## src/rtl/arcade_input_pkg.sv

```systemverilog
// Shared definitions for the arcade input mapper: PS/2 scan codes, joystick
// bit positions, key/output state structs and the coin FSM states.
package arcade_input_pkg;

   localparam logic [7:0] KEY_UP       = 8'h75;
   localparam logic [7:0] KEY_DOWN     = 8'h72;
   localparam logic [7:0] KEY_LEFT     = 8'h6B;
   localparam logic [7:0] KEY_RIGHT    = 8'h74;
   localparam logic [7:0] KEY_FIRE_A   = 8'h29;
   localparam logic [7:0] KEY_FIRE_B   = 8'h14;
   localparam logic [7:0] KEY_START1_A = 8'h05;
   localparam logic [7:0] KEY_START1_B = 8'h16;
   localparam logic [7:0] KEY_START2_A = 8'h06;
   localparam logic [7:0] KEY_START2_B = 8'h1E;
   localparam logic [7:0] KEY_COIN_A   = 8'h2E;
   localparam logic [7:0] KEY_COIN_B   = 8'h36;
   localparam logic [7:0] KEY_UP2      = 8'h2D;
   localparam logic [7:0] KEY_DOWN2    = 8'h2B;
   localparam logic [7:0] KEY_LEFT2    = 8'h23;
   localparam logic [7:0] KEY_RIGHT2   = 8'h34;
   localparam logic [7:0] KEY_FIRE2    = 8'h1C;
   localparam logic [7:0] KEY_TEST     = 8'h2C;

   localparam int JOY_RIGHT  = 0;
   localparam int JOY_LEFT   = 1;
   localparam int JOY_DOWN   = 2;
   localparam int JOY_UP     = 3;
   localparam int JOY_FIRE   = 4;
   localparam int JOY_START1 = 5;
   localparam int JOY_START2 = 6;

   typedef enum logic [1:0] {IDLE, PULSE, HOLD} coin_state_e;

   typedef struct packed {
      logic up, down, left, right;
   } dir_t;

   // Keys sharing a function keep separate registers so that releasing one
   // alias does not clear a still-held other alias.
   typedef struct packed {
      logic up, down, left, right;
      logic fire_a, fire_b;
      logic start1_a, start1_b, start2_a, start2_b;
      logic coin_a, coin_b;
      logic up2, down2, left2, right2, fire2;
      logic test;
   } keys_t;

   typedef struct packed {
      dir_t p1;
      logic fire1;
      dir_t p2;
      logic fire2;
      logic start1, start2, test;
   } outs_t;

   function automatic dir_t rotate_dir(input dir_t raw, input logic rot);
      dir_t r;
      r = raw;
      if (rot) begin
         r.up    = raw.left;
         r.down  = raw.right;
         r.left  = raw.down;
         r.right = raw.up;
      end
      return r;
   endfunction

endpackage

```

## src/rtl/arcade_input_mapper_if.sv

```systemverilog
// Input/output bundle of the arcade input mapper: PS/2 event word, joystick
// word and rotation in, player/start/coin/test buttons out.
interface arcade_input_mapper_if;
   logic [10:0] ps2_key;
   logic [15:0] joy;
   logic        rotate;
   logic        up1, down1, left1, right1, fire1;
   logic        up2, down2, left2, right2, fire2;
   logic        start1, start2, coin1, test;

   modport master (
      output ps2_key, joy, rotate,
      input  up1, down1, left1, right1, fire1,
      input  up2, down2, left2, right2, fire2,
      input  start1, start2, coin1, test
   );

   modport slave (
      input  ps2_key, joy, rotate,
      output up1, down1, left1, right1, fire1,
      output up2, down2, left2, right2, fire2,
      output start1, start2, coin1, test
   );
endinterface

```

## src/rtl/coin_pulser.sv

```systemverilog
// Fixed-width, rate-limited coin pulse: rising edge of the request level
// starts a pulse, followed by a holdoff during which requests are dropped.
module coin_pulser
   import arcade_input_pkg::*;
#(
   parameter int COIN_PULSE_CYC   = 120000,
   parameter int COIN_HOLDOFF_CYC = 1200000
) (
   input  logic clk_sys,
   input  logic reset,
   input  logic req_lvl,
   output logic coin1
);

   localparam int CNT_MAX = (COIN_PULSE_CYC > COIN_HOLDOFF_CYC) ? COIN_PULSE_CYC : COIN_HOLDOFF_CYC;
   localparam int CNT_W   = (CNT_MAX > 1) ? $clog2(CNT_MAX) : 1;
   localparam logic [CNT_W-1:0] PULSE_LOAD = CNT_W'(COIN_PULSE_CYC - 1);
   localparam logic [CNT_W-1:0] HOLD_LOAD  = CNT_W'(COIN_HOLDOFF_CYC - 1);

   coin_state_e      state_q, state_d;
   logic [CNT_W-1:0] cnt_q, cnt_d;
   logic             req_prev_q, coin_q, coin_d;
   logic             req;

   assign req   = req_lvl & ~req_prev_q;
   assign coin1 = coin_q;

   always_comb begin
      state_d = state_q;
      cnt_d   = cnt_q;
      coin_d  = coin_q;
      case (state_q)
         IDLE: if (req) begin
            state_d = PULSE;
            coin_d  = 1'b1;
            cnt_d   = PULSE_LOAD;
         end
         PULSE: if (cnt_q == '0) begin
            state_d = HOLD;
            coin_d  = 1'b0;
            cnt_d   = HOLD_LOAD;
         end else begin
            cnt_d = cnt_q - 1'b1;
         end
         HOLD: if (cnt_q == '0) begin
            state_d = IDLE;
         end else begin
            cnt_d = cnt_q - 1'b1;
         end
         default: begin
            state_d = IDLE;
            coin_d  = 1'b0;
            cnt_d   = '0;
         end
      endcase
   end

   always_ff @(posedge clk_sys) begin
      if (reset) begin
         state_q    <= IDLE;
         cnt_q      <= '0;
         coin_q     <= 1'b0;
         req_prev_q <= 1'b0;
      end else begin
         state_q    <= state_d;
         cnt_q      <= cnt_d;
         coin_q     <= coin_d;
         req_prev_q <= req_lvl;
      end
   end

endmodule

```

## src/rtl/arcade_input_mapper.sv

```systemverilog
// PS/2 + joystick to game-core button mapper with rotation and coin pulse.
// Optional INPUT_SOCD_CLEAN_EN: cancel opposing directions after rotation.
module arcade_input_mapper
   import arcade_input_pkg::*;
#(
   parameter int COIN_PULSE_CYC   = 120000,
   parameter int COIN_HOLDOFF_CYC = 1200000
) (
   input  logic                  clk_sys,
   input  logic                  reset,
   arcade_input_mapper_if.slave  io
);

   keys_t      key_q, key_d;
   outs_t      out_q, out_d;
   logic       old_toggle_q;
   logic       evt, pressed, ext;
   logic [7:0] code;
   dir_t       raw1, raw2, rot1, rot2;
   logic       coin_req_lvl;

   assign evt     = io.ps2_key[10] != old_toggle_q;
   assign pressed = io.ps2_key[9];
   assign ext     = io.ps2_key[8];
   assign code    = io.ps2_key[7:0];

   // Directions and KEY_FIRE_B accept either extended state; the rest need ext=0.
   always_comb begin
      key_d = key_q;
      if (evt) begin
         case (code)
            KEY_UP:       key_d.up       = pressed;
            KEY_DOWN:     key_d.down     = pressed;
            KEY_LEFT:     key_d.left     = pressed;
            KEY_RIGHT:    key_d.right    = pressed;
            KEY_FIRE_B:   key_d.fire_b   = pressed;
            KEY_FIRE_A:   if (!ext) key_d.fire_a   = pressed;
            KEY_START1_A: if (!ext) key_d.start1_a = pressed;
            KEY_START1_B: if (!ext) key_d.start1_b = pressed;
            KEY_START2_A: if (!ext) key_d.start2_a = pressed;
            KEY_START2_B: if (!ext) key_d.start2_b = pressed;
            KEY_COIN_A:   if (!ext) key_d.coin_a   = pressed;
            KEY_COIN_B:   if (!ext) key_d.coin_b   = pressed;
            KEY_UP2:      if (!ext) key_d.up2      = pressed;
            KEY_DOWN2:    if (!ext) key_d.down2    = pressed;
            KEY_LEFT2:    if (!ext) key_d.left2    = pressed;
            KEY_RIGHT2:   if (!ext) key_d.right2   = pressed;
            KEY_FIRE2:    if (!ext) key_d.fire2    = pressed;
            KEY_TEST:     if (!ext) key_d.test     = pressed;
            default: ;
         endcase
      end
   end

   always_comb begin
      raw1.up    = key_q.up     | io.joy[JOY_UP];
      raw1.down  = key_q.down   | io.joy[JOY_DOWN];
      raw1.left  = key_q.left   | io.joy[JOY_LEFT];
      raw1.right = key_q.right  | io.joy[JOY_RIGHT];
      raw2.up    = key_q.up2    | io.joy[JOY_UP];
      raw2.down  = key_q.down2  | io.joy[JOY_DOWN];
      raw2.left  = key_q.left2  | io.joy[JOY_LEFT];
      raw2.right = key_q.right2 | io.joy[JOY_RIGHT];
      rot1 = rotate_dir(raw1, io.rotate);
      rot2 = rotate_dir(raw2, io.rotate);

      out_d.p1 = rot1;
      out_d.p2 = rot2;
`ifdef INPUT_SOCD_CLEAN_EN
      if (rot1.up & rot1.down) begin
         out_d.p1.up   = 1'b0;
         out_d.p1.down = 1'b0;
      end
      if (rot1.left & rot1.right) begin
         out_d.p1.left  = 1'b0;
         out_d.p1.right = 1'b0;
      end
      if (rot2.up & rot2.down) begin
         out_d.p2.up   = 1'b0;
         out_d.p2.down = 1'b0;
      end
      if (rot2.left & rot2.right) begin
         out_d.p2.left  = 1'b0;
         out_d.p2.right = 1'b0;
      end
`else
`endif
      out_d.fire1  = key_q.fire_a | key_q.fire_b | io.joy[JOY_FIRE];
      out_d.fire2  = key_q.fire2 | io.joy[JOY_FIRE];
      out_d.start1 = key_q.start1_a | key_q.start1_b | io.joy[JOY_START1];
      out_d.start2 = key_q.start2_a | key_q.start2_b | io.joy[JOY_START2];
      out_d.test   = key_q.test;
   end

   // old_toggle tracks the strobe even in reset, so leaving reset never
   // looks like a fresh event.
   always_ff @(posedge clk_sys) begin
      old_toggle_q <= io.ps2_key[10];
      if (reset) begin
         key_q <= '0;
         out_q <= '0;
      end else begin
         key_q <= key_d;
         out_q <= out_d;
      end
   end

   assign coin_req_lvl = key_q.coin_a | key_q.coin_b | out_q.start1 | out_q.start2;

   coin_pulser #(
      .COIN_PULSE_CYC   (COIN_PULSE_CYC),
      .COIN_HOLDOFF_CYC (COIN_HOLDOFF_CYC)
   ) u_coin (
      .clk_sys (clk_sys),
      .reset   (reset),
      .req_lvl (coin_req_lvl),
      .coin1   (io.coin1)
   );

   assign io.up1    = out_q.p1.up;
   assign io.down1  = out_q.p1.down;
   assign io.left1  = out_q.p1.left;
   assign io.right1 = out_q.p1.right;
   assign io.fire1  = out_q.fire1;
   assign io.up2    = out_q.p2.up;
   assign io.down2  = out_q.p2.down;
   assign io.left2  = out_q.p2.left;
   assign io.right2 = out_q.p2.right;
   assign io.fire2  = out_q.fire2;
   assign io.start1 = out_q.start1;
   assign io.start2 = out_q.start2;
   assign io.test   = out_q.test;

endmodule

```

## src/flat_wrapper.sv

```systemverilog
// flat-port wrapper written by rule: the top's interface ports become plain ports
module arcade_input_mapper_flat import arcade_input_pkg::*;
#(
   parameter int COIN_PULSE_CYC   = 120000,
   parameter int COIN_HOLDOFF_CYC = 1200000
)
  (clk_sys, reset, io_ps2_key, io_joy, io_rotate, io_up1, io_down1, io_left1, io_right1, io_fire1, io_up2, io_down2, io_left2, io_right2, io_fire2, io_start1, io_start2, io_coin1, io_test);
  arcade_input_mapper_if io_i ();
  input  logic clk_sys;
  input  logic reset;
  input wire logic [$bits(io_i.ps2_key)-1:0] io_ps2_key;
  input wire logic [$bits(io_i.joy)-1:0] io_joy;
  input wire logic [$bits(io_i.rotate)-1:0] io_rotate;
  output wire logic [$bits(io_i.up1)-1:0] io_up1;
  output wire logic [$bits(io_i.down1)-1:0] io_down1;
  output wire logic [$bits(io_i.left1)-1:0] io_left1;
  output wire logic [$bits(io_i.right1)-1:0] io_right1;
  output wire logic [$bits(io_i.fire1)-1:0] io_fire1;
  output wire logic [$bits(io_i.up2)-1:0] io_up2;
  output wire logic [$bits(io_i.down2)-1:0] io_down2;
  output wire logic [$bits(io_i.left2)-1:0] io_left2;
  output wire logic [$bits(io_i.right2)-1:0] io_right2;
  output wire logic [$bits(io_i.fire2)-1:0] io_fire2;
  output wire logic [$bits(io_i.start1)-1:0] io_start1;
  output wire logic [$bits(io_i.start2)-1:0] io_start2;
  output wire logic [$bits(io_i.coin1)-1:0] io_coin1;
  output wire logic [$bits(io_i.test)-1:0] io_test;
  assign io_i.ps2_key = io_ps2_key;
  assign io_i.joy = io_joy;
  assign io_i.rotate = io_rotate;
  assign io_up1 = io_i.up1;
  assign io_down1 = io_i.down1;
  assign io_left1 = io_i.left1;
  assign io_right1 = io_i.right1;
  assign io_fire1 = io_i.fire1;
  assign io_up2 = io_i.up2;
  assign io_down2 = io_i.down2;
  assign io_left2 = io_i.left2;
  assign io_right2 = io_i.right2;
  assign io_fire2 = io_i.fire2;
  assign io_start1 = io_i.start1;
  assign io_start2 = io_i.start2;
  assign io_coin1 = io_i.coin1;
  assign io_test = io_i.test;
  arcade_input_mapper #(.COIN_PULSE_CYC(COIN_PULSE_CYC), .COIN_HOLDOFF_CYC(COIN_HOLDOFF_CYC)) u_core (.clk_sys(clk_sys), .reset(reset), .io(io_i));
endmodule
```

## config.mk

```make
export PLATFORM = sky130hd
export DESIGN_NAME = arcade_input_mapper_flat
export DESIGN_NICKNAME = d
export VERILOG_FILES = /design/src/rtl/arcade_input_pkg.sv /design/src/rtl/arcade_input_mapper_if.sv /design/src/rtl/coin_pulser.sv /design/src/rtl/arcade_input_mapper.sv /design/src/flat_wrapper.sv
export SDC_FILE = /design/constraint.sdc
export NUM_CORES = 1
export LEC_CHECK = 0
export BUFFER_PORTS_ARGS = -buffer_cell sky130_fd_sc_hd__clkbuf_2
export CORE_UTILIZATION = 30
export CTS_BUF_LIST = sky130_fd_sc_hd__clkbuf_2 sky130_fd_sc_hd__clkbuf_4 sky130_fd_sc_hd__clkbuf_8
export DETAILED_ROUTE_END_ITERATION = 12
export SLEW_MARGIN = 20
export SYNTH_ARGS = -nofsm -noshare
export SYNTH_HDL_FRONTEND = slang
export SYNTH_SLANG_ARGS = --single-unit
```

## constraint.sdc

```tcl
create_clock -name clk_sys -period 2.9 [get_ports clk_sys]
set_clock_uncertainty 0.1 [all_clocks]
set_input_delay 0.29 -clock clk_sys [delete_from_list [all_inputs] [get_ports clk_sys]]
set_output_delay 0.29 -clock clk_sys [all_outputs]
set_load 0.005 [all_outputs]
```

==> After elaboration in Yosys (flattened, before gate mapping) <==
Index checks and enable logic that the tools add are counted.
{ "totals": {"register_bits": 57, "input_bits": 30, "output_inout_bits": 14, "wordCells": 120} }
{ "classes": {"n_addsub": 1, "n_eq_ne": 25, "muxes": 13, "bitwise": 22, "n_reduce_logical": 23} }
{ "op_table": {"columns": ["cell", "count"], "rows": [
  ["$eq A8 B6 Y1 const B", 8],
  ["$mux W21", 3],
  ["$pmux W21 S3", 1],
  ["$reduce_and A3 Y1", 15],
  ["$eq A8 B5 Y1 const B", 4],
  ["$eq A8 B7 Y1 const B", 4],
  ["$logic_not A21 Y1", 1],
  ["$sub A21 B1 Y21 const B", 1],
  ["$or A1 B1 Y1", 18],
  ["$eq A8 B3 Y1 const B", 2],
  ["$reduce_and A2 Y1", 6],
  ["$mux W4", 2],
  ["$ne A2 B2 Y1 const B", 4],
  ["$mux W2", 3],
  ["$pmux W2 S3", 1],
  ["$not A1 Y1", 3],
  ["$pmux W1 S3", 1],
  ["$eq A2 B1 Y1 const B", 1],
  ["$eq A2 B2 Y1 const B", 1],
  ["$logic_not A2 Y1", 1],
  ["$mux W1", 2],
  ["$and A1 B1 Y1", 1],
  ["$ne A1 B1 Y1", 1]
]} }

==> Longest topological paths before layout <==
Gate-level depths: netlist of run 1.
{ "logic_depth": {"word_depth": 6, "ltp_mapped": 8, "mapped_depth_nobuf": 7} }

==> Hierarchy <==
A second synthesis of run 1 with hierarchy kept.
{ "unflattened": {"hier_cells": 388, "hier_area_um2": 3331.9} }
{ "modules_own_cells": {"columns": ["mod", "n_inst", "cells_each", "area_per_inst_um2", "seq_area_each_um2"], "rows": [
  ["coin_pulser", 1, 234, 1826.8, 500.5],
  ["arcade_input_mapper", 1, 154, 1505.2, 640.6]
]} }

==> Worst setup path before layout of run 1 <==
OpenSTA, ideal clock, no wires.
{ "synth_timing": {"kind": "flip-flop to flip-flop", "startpoint": "register u_core.u_coin.cnt_q[0]", "endpoint": "register u_core.u_coin.cnt_q[20]", "setup_time_ns": 0.096, "t_arrival_ns": 2.003, "required_time_ns": 2.704, "setup_slack_ns": 0.702, "path_stages_with_launch": 8, "n_path_buf": 0, "period_less_slack_ns": 2.198, "cell_sequence": "dfxtp_1 inv_1 ha_1 nor4b_1 nand3_1 or4_1 or4_1 o311ai_1"} }
{ "synth_between": {"elab_chain_cells": 3, "elab_cells_between_ends": 7, "classes_between": "add/sub (1); eq/ne (1); mux (3); reduce/logical (2)"} }
{ "synth_lines": {"columns": ["element", "line_no", "text"], "rows": [
  ["start: declaration", "coin_pulser.sv:21", "logic [CNT_W-1:0] cnt_q, cnt_d;"],
  ["start signal: assignment", "coin_pulser.sv:66", "cnt_q <= cnt_d;"],
  ["$sub A21 B1 Y21 or $logic_not A21 Y1 (tied branches)", null, null],
  ["$mux W21 (tied with other cells)", "coin_pulser.sv:45", "HOLD: if (cnt_q == '0) begin"],
  ["$pmux W21 S3 or $reduce_and A2 Y1 (tied branches)", null, null]
]} }
Parallel ways exist; a longest one is shown, timed or not. The select of a mux whose other input is x is not followed.
A chain may end at the register's enable or synchronous reset.

==> Final worst setup path of run 1 <==
{ "layout_timing": {"startpoint": "register u_core.u_coin.cnt_q[0]", "endpoint": "register u_core.u_coin.cnt_q[11]"} }
The elaborated chain is that of the path after synthesis.

==> flow_metrics.py, run 1 <==
metrics = {
    "floorplan": {
        "fp.dieW_um": 100.0,
        "die_h_um": 100.0,
        "row_count": 35,
        "core_area_um2": 9284,
        "die_area_um2": 10010,
        "initial_utilization_pct": 31.06,
        "ioPinCount": 44,
    },
    "synthesis": {
        "synth_seq_cells": 57,
        "syn-cell-area_um2": 2884,
        "synth_area_leaders": "dfxtp_1 (40%), nor2_1 (6.8%), mux2i_1 (5.6%)",
        "ys_warn_count": 0,
        "synth-xor-area-share_pct": 1.215,
        "ys.flop_type": "dfxtp_1",
        "netlist-cell-type-count": 57,
        "synth_adder_area_share_pct": 0.4338,
        "synth_top_area_share_pct": 39.57,
        "synth_top_cell_by_area": "dfxtp_1",
        "synthCells": 351,
        "synth-compound-area-share_pct": 20.69,
        "yosys.area_share.simple_pct": 28.72,
        "synthMuxAreaShare_pct": 5.553,
        "synth_edf_count": 0,
        "syn_nets": 382,
        "async_flop_share_pct": 0,
        "avgSynthCellArea_um2": 8.217,
        "synth_top_family_by_area": "simple AND/OR/NAND/NOR gates",
        "yosysSeqAreaShare_pct": 39.57,
    },
    "worst_setup_path": {
        "crit_required_ps": 3030,
        "r2r-end": "u_core.u_coin.cnt_q[11]",
        "path_max_fanout": 6,
        "r2r_setup_slack_ps": 370,
        "cp_cell_sequence": "inv_1 -> ha_1 -> or4b_1 -> nor3_1 -> a21oi_1 -> a22oi_1 -> o2bb2ai_1",
        "cp-end-kind": "flop",
        "critPathMaxStageDelay_ps": 570,
        "critPathLaunchType": "flop",
        "crit_type": "flop to flop",
        "crit_slowest_cell": "or4b_1",
        "r2r_cells": 7,
        "timing.rr.start": "u_core.u_coin.cnt_q[0]",
        "critical_path_arrival_ps": 2650,
    },
    "sta": {
        "worst_hold_slack_ps": 58.14,
        "fmax_mhz": 395.6,
        "final.period_utilization_pct": 87.17,
        "setup_tns_ps": 0,
        "setup_violations": 0,
        "hold_viol": 0,
        "slew_violations": 0,
        "slew_headroom_pct": 55.14,
        "grt_setup_unrepaired": "false",
        "fin_ws_ps": 372.1,
        "worst_slew_pin_slew_ps": 663.9,
        "period_minus_slack_ps": 2528,
    },
    "place": {
        "place_hpwl_um": 5163,
        "gp_congestion": 0.8651,
        "placedInstanceArea_um2": 3199,
        "place_ws_ps": 432.4,
        "io_buffers": 34,
        "placed_cells": 502,
    },
    "cells_and_area": {
        "final_cells": 519,
        "syn_to_final_growth_pct": 18.57,
        "antenna_cells": 0,
        "drive_gt1_share_pct": 17.95,
        "top_regs": "u_core.u_coin.cnt_q (21), u_core.key_q (18), u_core.u_coin.state_q (2)",
        "nNetsFinal": 416,
        "regMostFlops": "u_core.u_coin.cnt_q",
        "largest_reg_flops": 21,
        "final_util_pct": 36.83,
        "fin_area_um2": 3420,
    },
    "route": {
        "drc_errors": 0,
        "avgViaCountPerCell": 5.301,
        "wirelength_um": 7251,
        "drtPass1Iterations": 4,
        "dr_total_vias": 2751,
        "detail_route.iter0.violations": 125,
        "wl_per_cell_um": 13.97,
        "final_antenna_net_count": 0,
    },
    "hold_path": {
        "min_to": "u_core.io.start1",
        "hold_depth": 3,
        "hp-start": "io_joy[5]",
        "worst_hold_path_type": "primary input to flop",
    },
    "power": {
        "p_int_mw": 1.456,
        "net-switching-power_mw": 0.6469,
        "p_total_mw": 2.103,
        "p_leak_nw": 1.378,
        "p_per_area_nw_per_um2": 615.0,
        "power.sequential.fraction_pct": 42.3,
        "p_clk_share_pct": 37.3,
        "combPwrFrac_pct": 20.5,
        "irDropWorstVdd_mv": 0.2281,
        "netSwitchingFraction_pct": 30.76,
    },
    "grt": {
        "grt_max_degree": 36,
        "grt_pass1_vias": 2645,
        "antenna_found_initial": 0,
        "grt_overflow": 0,
        "grt_pass1_wl_um": 12500,
        "grt_usage_pct": 15.81,
    },
    "clock_network": {
        "clk-insertion-delay-late_ps": 340,
        "path_clk_slew_ps": 70,
        "cts_buffers": 9,
        "cts-root-buf": "clkbuf_8",
        "cts_tree": "done",
        "cts.sinks": 57,
        "h-tree-depth": 3,
        "clock_path_buffers": 2,
    },
    "outcome": {
        "status": "finished, final reports clean",
    },
    "job": {
        "cap_violations": 0,
    },
}
synthesized netlist by cell type (all sizes together), types with 3 or more instances:
master  instances
mux2i          16
nand2          17
dfxtp          57
a211o           3
a211oi          9
nor4           12
clkbuf         16
buf             6
nor3           28
nand2b          8
inv             4
o31ai           4
a21oi          14
xnor2           4
or4             7
a22o            3
nand3          14
a21o            6
o21ai          24
nor2           52
nor4b           3
o22ai           5
worst max-delay path by stage:
stage / cells past startpoint / slack, ps / start / endpoint
6_report: 7 / 370 / u_core.u_coin.cnt_q[0] / u_core.u_coin.cnt_q[11]
3_3_place_gp: 8 / 450 / u_core.u_coin.cnt_q[0] / u_core.u_coin.cnt_q[11]
3_5_place_dp: 8 / 430 / u_core.u_coin.cnt_q[0] / u_core.u_coin.cnt_q[11]
2_1_floorplan: 7 / 700 / u_core.u_coin.cnt_q[0] / u_core.u_coin.cnt_q[20]
4_1_cts: 7 / 390 / u_core.u_coin.cnt_q[0] / u_core.u_coin.cnt_q[11]
5_1_grt: 8 / 120 / u_core.u_coin.cnt_q[0] / u_core.u_coin.cnt_q[11]
cell usage in the layout, fill, tap and decap left out, types with 4 or more instances in the layout:
cell / Yosys / layout
clkbuf_2: 0 / 34
o31ai_1: 4 / 4
o21ai_1: 7 / 7
nand2b_1: 8 / 8
xnor2_1: 4 / 4
dfxtp_1: 57 / 57
nand2_1: 17 / 17
inv_1: 4 / 4
a211oi_1: 9 / 9
mux2i_1: 16 / 16
nor2_1: 52 / 52
nand3_1: 14 / 14
o21ai_0: 17 / 17
a21oi_1: 14 / 14
buf_4: 0 / 10
a21o_1: 6 / 6
nor3_1: 26 / 26
o22ai_1: 5 / 5
or4_1: 6 / 6
nor4_1: 11 / 11
clkbuf_8: 0 / 11
cell type report:
cell class | count | area [um2]
clock buffers | 12 | 158.9
multi-input cells | 267 | 1633
fillers | 1015 | 5864
clock inverters | 4 | 51.30
flip-flops and latches | 57 | 1141
repair buffers | 45 | 255.2
well taps | 129 | 161.4
inverters | 5 | 18.77
per-layer routing:
metal	vias up	routed length, um	part of all wire (%)	global-route usage [%]
met3	16	458	6.3	4.596
met5	-	0	0	0
met2	84	3373	47	26.31
met1	1271	3290	45	19.29
met4	0	129	1.8	6.132
li1	1380	-	-	-
worst max-delay path: cells and delay by family (launching register included):
kind                       cells  cell delay [ps]
AOI/OAI and AO/OA              3              610
adders and majority gates      1              210
buffers and inverters          1              100
DFF                            1              350
and+or+nand+nor                2             1050
kinds of logic after synthesis:
family,Yosys count
buffers and inverters,27
adders and majority gates,1
and+or+nand+nor,159
DFF,57
muxes,16
xor gates and xnor gates,4
AOI/OAI and AO/OA,87
power by group through the flow:
stage	combinational [mW]	clock, mW	sequential (mW)
after global routing	0.482	0.840	0.897
after detailed placement	0.424	0	0.905
after CTS	0.429	0.804	0.888
after floorplan	0.310	0	0.894
after global placement	0.420	0	0.904
final	0.431	0.783	0.889
repair_timing:
item                                    4_1_cts  5_1_grt
gates resized for setup                       0        0
buffers inserted                              0        0
endpoints found under the setup margin        0        0
hold endpoints to repair                      1        0
hold buffers                                  1        0
No activity file was read; power rests on OpenSTA's default activity.
==> run 2, diff against run 1 <==
BUFFER_PORTS_ARGS = -buffer_cell sky130_fd_sc_hd__buf_4   (was -buffer_cell sky130_fd_sc_hd__clkbuf_2)
CORE_UTILIZATION = 40   (was 30)
==> run 2 against run 1 <==
Combinational power is 5.1% higher. Global-route usage is 5.2 points higher. Register-to-register slack hardly changed. Highest routed layer unchanged. Critical path depth stayed put. Non-clock buffer count is 1 higher. Utilization is 14 points higher. First-iteration DRC count is 68% higher. Clock power is 3.2% lower. Setup slack hardly changed. Sequential power hardly changed. Clock-buffer cell count stayed put.
==> flow_metrics.py, run 2 (same netlist as run 1, synthesis figures left out) <==
metrics = {
    "clock_network": {
        "post-cts-setup-buffers": 0,
        "cts.sinks": 57,
        "h-tree-depth": 3,
        "cts_tree": "done",
        "cts_buffers": 9,
        "clk-insertion-delay-late_ps": 340,
        "cts-root-buf": "clkbuf_8",
        "path_clk_slew_ps": 70,
        "clock_path_buffers": 2,
    },
    "route": {
        "drc_errors": 0,
        "drtPass1Iterations": 4,
        "route.met3.wl_um": 362,
        "wirelength_um": 7236,
        "wl_per_cell_um": 14.89,
        "dr_total_vias": 2730,
        "final_antenna_net_count": 0,
        "dr.max_layer_used": "met4",
        "detail_route.iter0.violations": 210,
        "dr_wl_met2_um": 3481,
        "wl_met1_um": 3314,
        "avgViaCountPerCell": 5.617,
    },
    "hold_path": {
        "min_to": "u_core.io.fire2",
        "hp-start": "io_joy[4]",
        "hold_depth": 3,
        "worst_hold_path_type": "primary input to flop",
    },
    "cells_and_area": {
        "fillers": 679,
        "regMostFlops": "u_core.u_coin.cnt_q",
        "nNetsFinal": 417,
        "largest_reg_flops": 21,
        "drive_gt1_share_pct": 17.95,
        "final_cell_mix": "dfxtp_1 (57), nor2_1 (52), buf_4 (45), nor3_1 (26)",
        "top_regs": "u_core.u_coin.cnt_q (21), u_core.key_q (18), u_core.u_coin.state_q (2)",
        "antenna_cells": 0,
        "final_common_cell": "dfxtp_1",
        "syn_to_final_growth_pct": 19.96,
        "fin_area_um2": 3460,
    },
    "grt": {
        "grt_pass1_wl_um": 12170,
        "grt_overflow": 0,
        "grt_pass1_vias": 2540,
        "antenna_found_initial": 0,
        "grt_usage_pct": 21.01,
        "grt_max_degree": 50,
    },
    "worst_setup_path": {
        "critical_path_arrival_ps": 2640,
        "r2r_setup_slack_ps": 370,
        "crit_type": "flop to flop",
        "critPathLaunchType": "flop",
        "path_max_fanout": 6,
        "r2r-end": "u_core.u_coin.cnt_q[11]",
        "cp-end-kind": "flop",
        "r2r_cells": 7,
        "timing.rr.start": "u_core.u_coin.cnt_q[0]",
        "crit_required_ps": 3010,
    },
    "sta": {
        "slew_violations": 0,
        "fin_ws_ps": 372.3,
        "period_minus_slack_ps": 2528,
        "slew_headroom_pct": 48.89,
        "hold_viol": 0,
        "fmax_mhz": 395.6,
        "setup_violations": 0,
        "worst_slew_pin_slew_ps": 756.4,
        "setup_tns_ps": 0,
        "final.period_utilization_pct": 87.16,
        "grt_setup_unrepaired": "false",
    },
    "power": {
        "net-switching-power_mw": 0.6378,
        "irDropWorstVdd_mv": 0.2442,
        "combPwrFrac_pct": 21.6,
        "p_int_mw": 1.466,
        "p_leak_nw": 1.406,
        "p_per_area_nw_per_um2": 608.0,
        "power.sequential.fraction_pct": 42.4,
        "p_clk_share_pct": 36.1,
        "netSwitchingFraction_pct": 30.32,
    },
    "floorplan": {
        "core_area_um2": 6869,
        "row_count": 30,
        "die_h_um": 86.91,
        "fp.dieW_um": 86.91,
        "initial_utilization_pct": 41.99,
        "ioPinCount": 44,
        "die_area_um2": 7553,
    },
    "place": {
        "place_ws_ps": 422.1,
        "gp_congestion": 0.8044,
        "io_buffers": 34,
        "place_hpwl_um": 5030,
        "placedInstanceArea_um2": 3251,
    },
    "outcome": {
        "status": "finished, final reports clean",
    },
    "job": {
        "cap_violations": 0,
    },
}
## run 2: metrics by stage
stage | power [mW] | util [%] | cells | hold slack [ps]
floorplan | 1.204 | - | 351 | 217.7
global placement | 1.346 | 47.32 | 470 | 312.1
detailed placement | 1.351 | 47.32 | 470 | 313.8
CTS | 2.117 | 50.36 | 486 | 59.34
global route | 2.208 | 50.36 | 486 | 85.42
finish | 2.103 | 50.36 | 486 | 71.08
## run 2: power by group through the flow
stage                     Sequential, mW  Combinational (mW)  Clock (mW)
after floorplan                    0.894               0.310           0
after global placement             0.904               0.442           0
after detailed placement           0.906               0.445           0
after CTS                          0.889               0.448       0.780
after global routing               0.899               0.499       0.810
final                              0.892               0.453       0.758
## run 2: final cells by class
cell class | instances | area, um2 | area share [%]
Sequential cell | 57 | 1141 | 32.98
Tap cell | 96 | 120.1 | 3.472
Clock buffer | 12 | 158.9 | 4.593
Clock inverter | 3 | 40.04 | 1.157
Inverter | 5 | 18.77 | 0.5425
Timing Repair Buffer | 46 | 347.8 | 10.05
Multi-Input combinational cell | 267 | 1633 | 47.20
## run 2: worst max path at each step
stage	startpoint	endpoint	slack, ps	cells past startpoint
after floorplan	u_core.u_coin.cnt_q[0]	u_core.u_coin.cnt_q[20]	700	7
after global placement	u_core.u_coin.cnt_q[0]	u_core.u_coin.cnt_q[11]	450	8
after detailed placement	u_core.u_coin.cnt_q[0]	u_core.u_coin.cnt_q[11]	420	7
after CTS	u_core.u_coin.cnt_q[0]	u_core.u_coin.cnt_q[11]	410	7
after global routing	u_core.u_coin.cnt_q[0]	u_core.u_coin.cnt_q[11]	240	7
final	u_core.u_coin.cnt_q[0]	u_core.u_coin.cnt_q[11]	370	7
## run 2: repair_timing
item	in CTS	in global routing
resized for setup	0	0
hold endpoints to repair	1	0
hold buffers	1	0
## run 2: layer usage
layer  up-vias  GRT usage, %
met3         7         5.213
met1      1266         26.41
met4         0         7.424
met5         -             0
met2        79         34.93
li1       1378             -
## run 2: critical path: stages (launching register included)
cell       delay [ps]
dfxtp_1           350
inv_1             100
ha_1              200
or4b_1            580
nor3_1            490
a21oi_1           230
a22oi_1           250
o2bb2ai_1         100
==> run 3, diff against run 2 <==
CTS_BUF_LIST = sky130_fd_sc_hd__clkbuf_16   (was sky130_fd_sc_hd__clkbuf_2 sky130_fd_sc_hd__clkbuf_4 sky130_fd_sc_hd__clkbuf_8)
CTS_CLUSTER_SIZE = 28   (was unset)
MAX_ROUTING_LAYER = met4   (was unset)
==> run 3 against run 2 <==
Worst hold slack improved by 14 ps. Utilization increased by 1.1 points. Maximum frequency decreased by 0.54%. Clock-buffer cell count decreased by 3. Combinational power about the same. Wire length increased by 0.32%. First-iteration DRC count decreased by 7.6%. Clock power increased by 31%. Cell area increased by 2.2%. Die area unchanged. Critical path type unchanged. Largest cell class unchanged. Highest routed layer unchanged.
==> flow_metrics.py, run 3 (same netlist as run 1, synthesis figures left out) <==
metrics = {
    "cells_and_area": {
        "final_common_cell": "dfxtp_1",
        "drive_gt1_share_pct": 17.18,
        "syn_to_final_growth_pct": 22.65,
        "nNetsFinal": 417,
        "regMostFlops": "u_core.u_coin.cnt_q",
        "antenna_cells": 0,
        "final_cell_mix": "dfxtp_1 (57), nor2_1 (52), buf_4 (45), nor3_1 (26)",
        "final_cells": 486,
        "top_regs": "u_core.u_coin.cnt_q (21), u_core.key_q (18), u_core.u_coin.state_q (2)",
        "largest_reg_flops": 21,
    },
    "sta": {
        "slew_violations": 0,
        "fin_ws_ps": 358.6,
        "grt_setup_unrepaired": "false",
        "worst_hold_slack_ps": 85.45,
        "fmax_mhz": 393.5,
        "hold_viol": 0,
        "slew_headroom_pct": 49.19,
        "period_minus_slack_ps": 2541,
        "worst_slew_pin_slew_ps": 751.9,
        "setup_violations": 0,
        "setup_tns_ps": 0,
        "final.period_utilization_pct": 87.63,
    },
    "place": {
        "placed_cells": 470,
        "io_buffers": 34,
        "place_ws_ps": 422.1,
        "place_hpwl_um": 5030,
        "gp_congestion": 0.8160,
    },
    "hold_path": {
        "worst_hold_path_type": "primary input to flop",
        "min_to": "u_core.io.start2",
        "hold_depth": 3,
        "hp-start": "io_joy[6]",
    },
    "job": {
        "cap_violations": 0,
    },
    "grt": {
        "antenna_found_initial": 0,
        "grt_pass1_wl_um": 12280,
        "grt_usage_pct": 22.03,
        "grt_overflow": 0,
        "grt_pass1_vias": 2543,
        "grt_max_degree": 50,
    },
    "clock_network": {
        "post-cts-setup-buffers": 0,
        "cts_buffers": 9,
        "cts-root-buf": "clkbuf_16",
        "clock_path_buffers": 2,
        "cts.sinks": 57,
        "clk-insertion-delay-late_ps": 320,
        "h-tree-depth": 3,
        "path_clk_slew_ps": 50,
        "cts_tree": "done",
    },
    "worst_setup_path": {
        "r2r_cells": 7,
        "timing.rr.start": "u_core.u_coin.cnt_q[0]",
        "critPathMaxStageDelay_ps": 580,
        "path_max_fanout": 6,
        "critical_path_buf_inv_count": 1,
        "startpoint": "u_core.u_coin.cnt_q[0]",
        "crit_type": "flop to flop",
        "r2r-end": "u_core.u_coin.cnt_q[11]",
        "critPathLaunchType": "flop",
        "crit_slowest_cell": "or4b_1",
        "cp_cell_sequence": "inv_1 -> ha_1 -> or4b_1 -> nor3_1 -> a21oi_1 -> a22oi_1 -> o2bb2ai_1",
        "cp-end-kind": "flop",
        "r2r_setup_slack_ps": 360,
        "crit_required_ps": 2990,
        "crit_family": "simple AND/OR/NAND/NOR gates",
        "critical_path_arrival_ps": 2630,
    },
    "power": {
        "p_leak_nw": 1.441,
        "irDropWorstVdd_mv": 0.3708,
        "p_per_area_nw_per_um2": 660.8,
        "p_total_mw": 2.337,
    },
    "route": {
        "detail_route.iter0.violations": 194,
        "final_antenna_net_count": 0,
        "drc_errors": 0,
        "dr_total_vias": 2706,
        "avgViaCountPerCell": 5.568,
        "wl_per_cell_um": 14.94,
        "wirelength_um": 7259,
        "drtPass1Iterations": 5,
    },
    "floorplan": {
        "initial_utilization_pct": 41.99,
        "ioPinCount": 44,
        "row_count": 30,
        "die_h_um": 86.91,
        "core_area_um2": 6869,
        "fp.dieW_um": 86.91,
        "die_area_um2": 7553,
    },
    "outcome": {
        "status": "finished, final reports clean",
    },
}
==> run 3: per-stage QoR <==
stage,instance area [um2],utilization [%]
6_report,3537,51.49
5_1_grt,3537,51.49
4_1_cts,3537,51.49
3_5_place_dp,3251,47.32
3_3_place_gp,3251,47.32
2_1_floorplan,2884,-
==> run 3: worst max path at each step <==
| stage | cells past startpoint | end | slack (ps) |
|---|---|---|---|
| 5_1_grt | 7 | u_core.u_coin.cnt_q[11] | 240 |
| 2_1_floorplan | 7 | u_core.u_coin.cnt_q[20] | 700 |
| 4_1_cts | 7 | u_core.u_coin.cnt_q[11] | 420 |
| 3_3_place_gp | 8 | u_core.u_coin.cnt_q[11] | 450 |
| 3_5_place_dp | 7 | u_core.u_coin.cnt_q[11] | 420 |
| 6_report | 7 | u_core.u_coin.cnt_q[11] | 360 |
==> run 3: layout make-up <==
type / instances / area, um2
inverter: 5 / 18.77
fill: 674 / 3332
multi-input combinational: 267 / 1633
sequential: 57 / 1141
clock inverter: 6 / 51.30
timing repair buffer: 46 / 347.8
tap: 96 / 120.1
clock buffer: 9 / 225.2
==> run 3: repair_timing <==
action,4_1_cts,5_1_grt
resized for setup,0,0
hold endpoints to repair,1,0
hold buffers,1,0
==> run 3: metal layers <==
metal  wire length [um]  GRT usage [%]
met5                  0              -
met4                 91          7.424
met3                401          6.635
met2               3430          34.93
met1               3335          26.65
==> run 3: power by group <==
| group | total (mW) | internal [mW] | switching, mW |
|---|---|---|---|
| Clock | 0.992 | 0.646 | 0.346 |
| Combinational | 0.452 | 0.184 | 0.268 |
| Sequential | 0.894 | 0.837 | 0.0563 |
==> run 3: worst register-to-register path: stages (launching register included) <==
cell	delay, ps
dfxtp_1	340
inv_1	100
ha_1	200
or4b_1	580
nor3_1	500
a21oi_1	240
a22oi_1	250
o2bb2ai_1	100
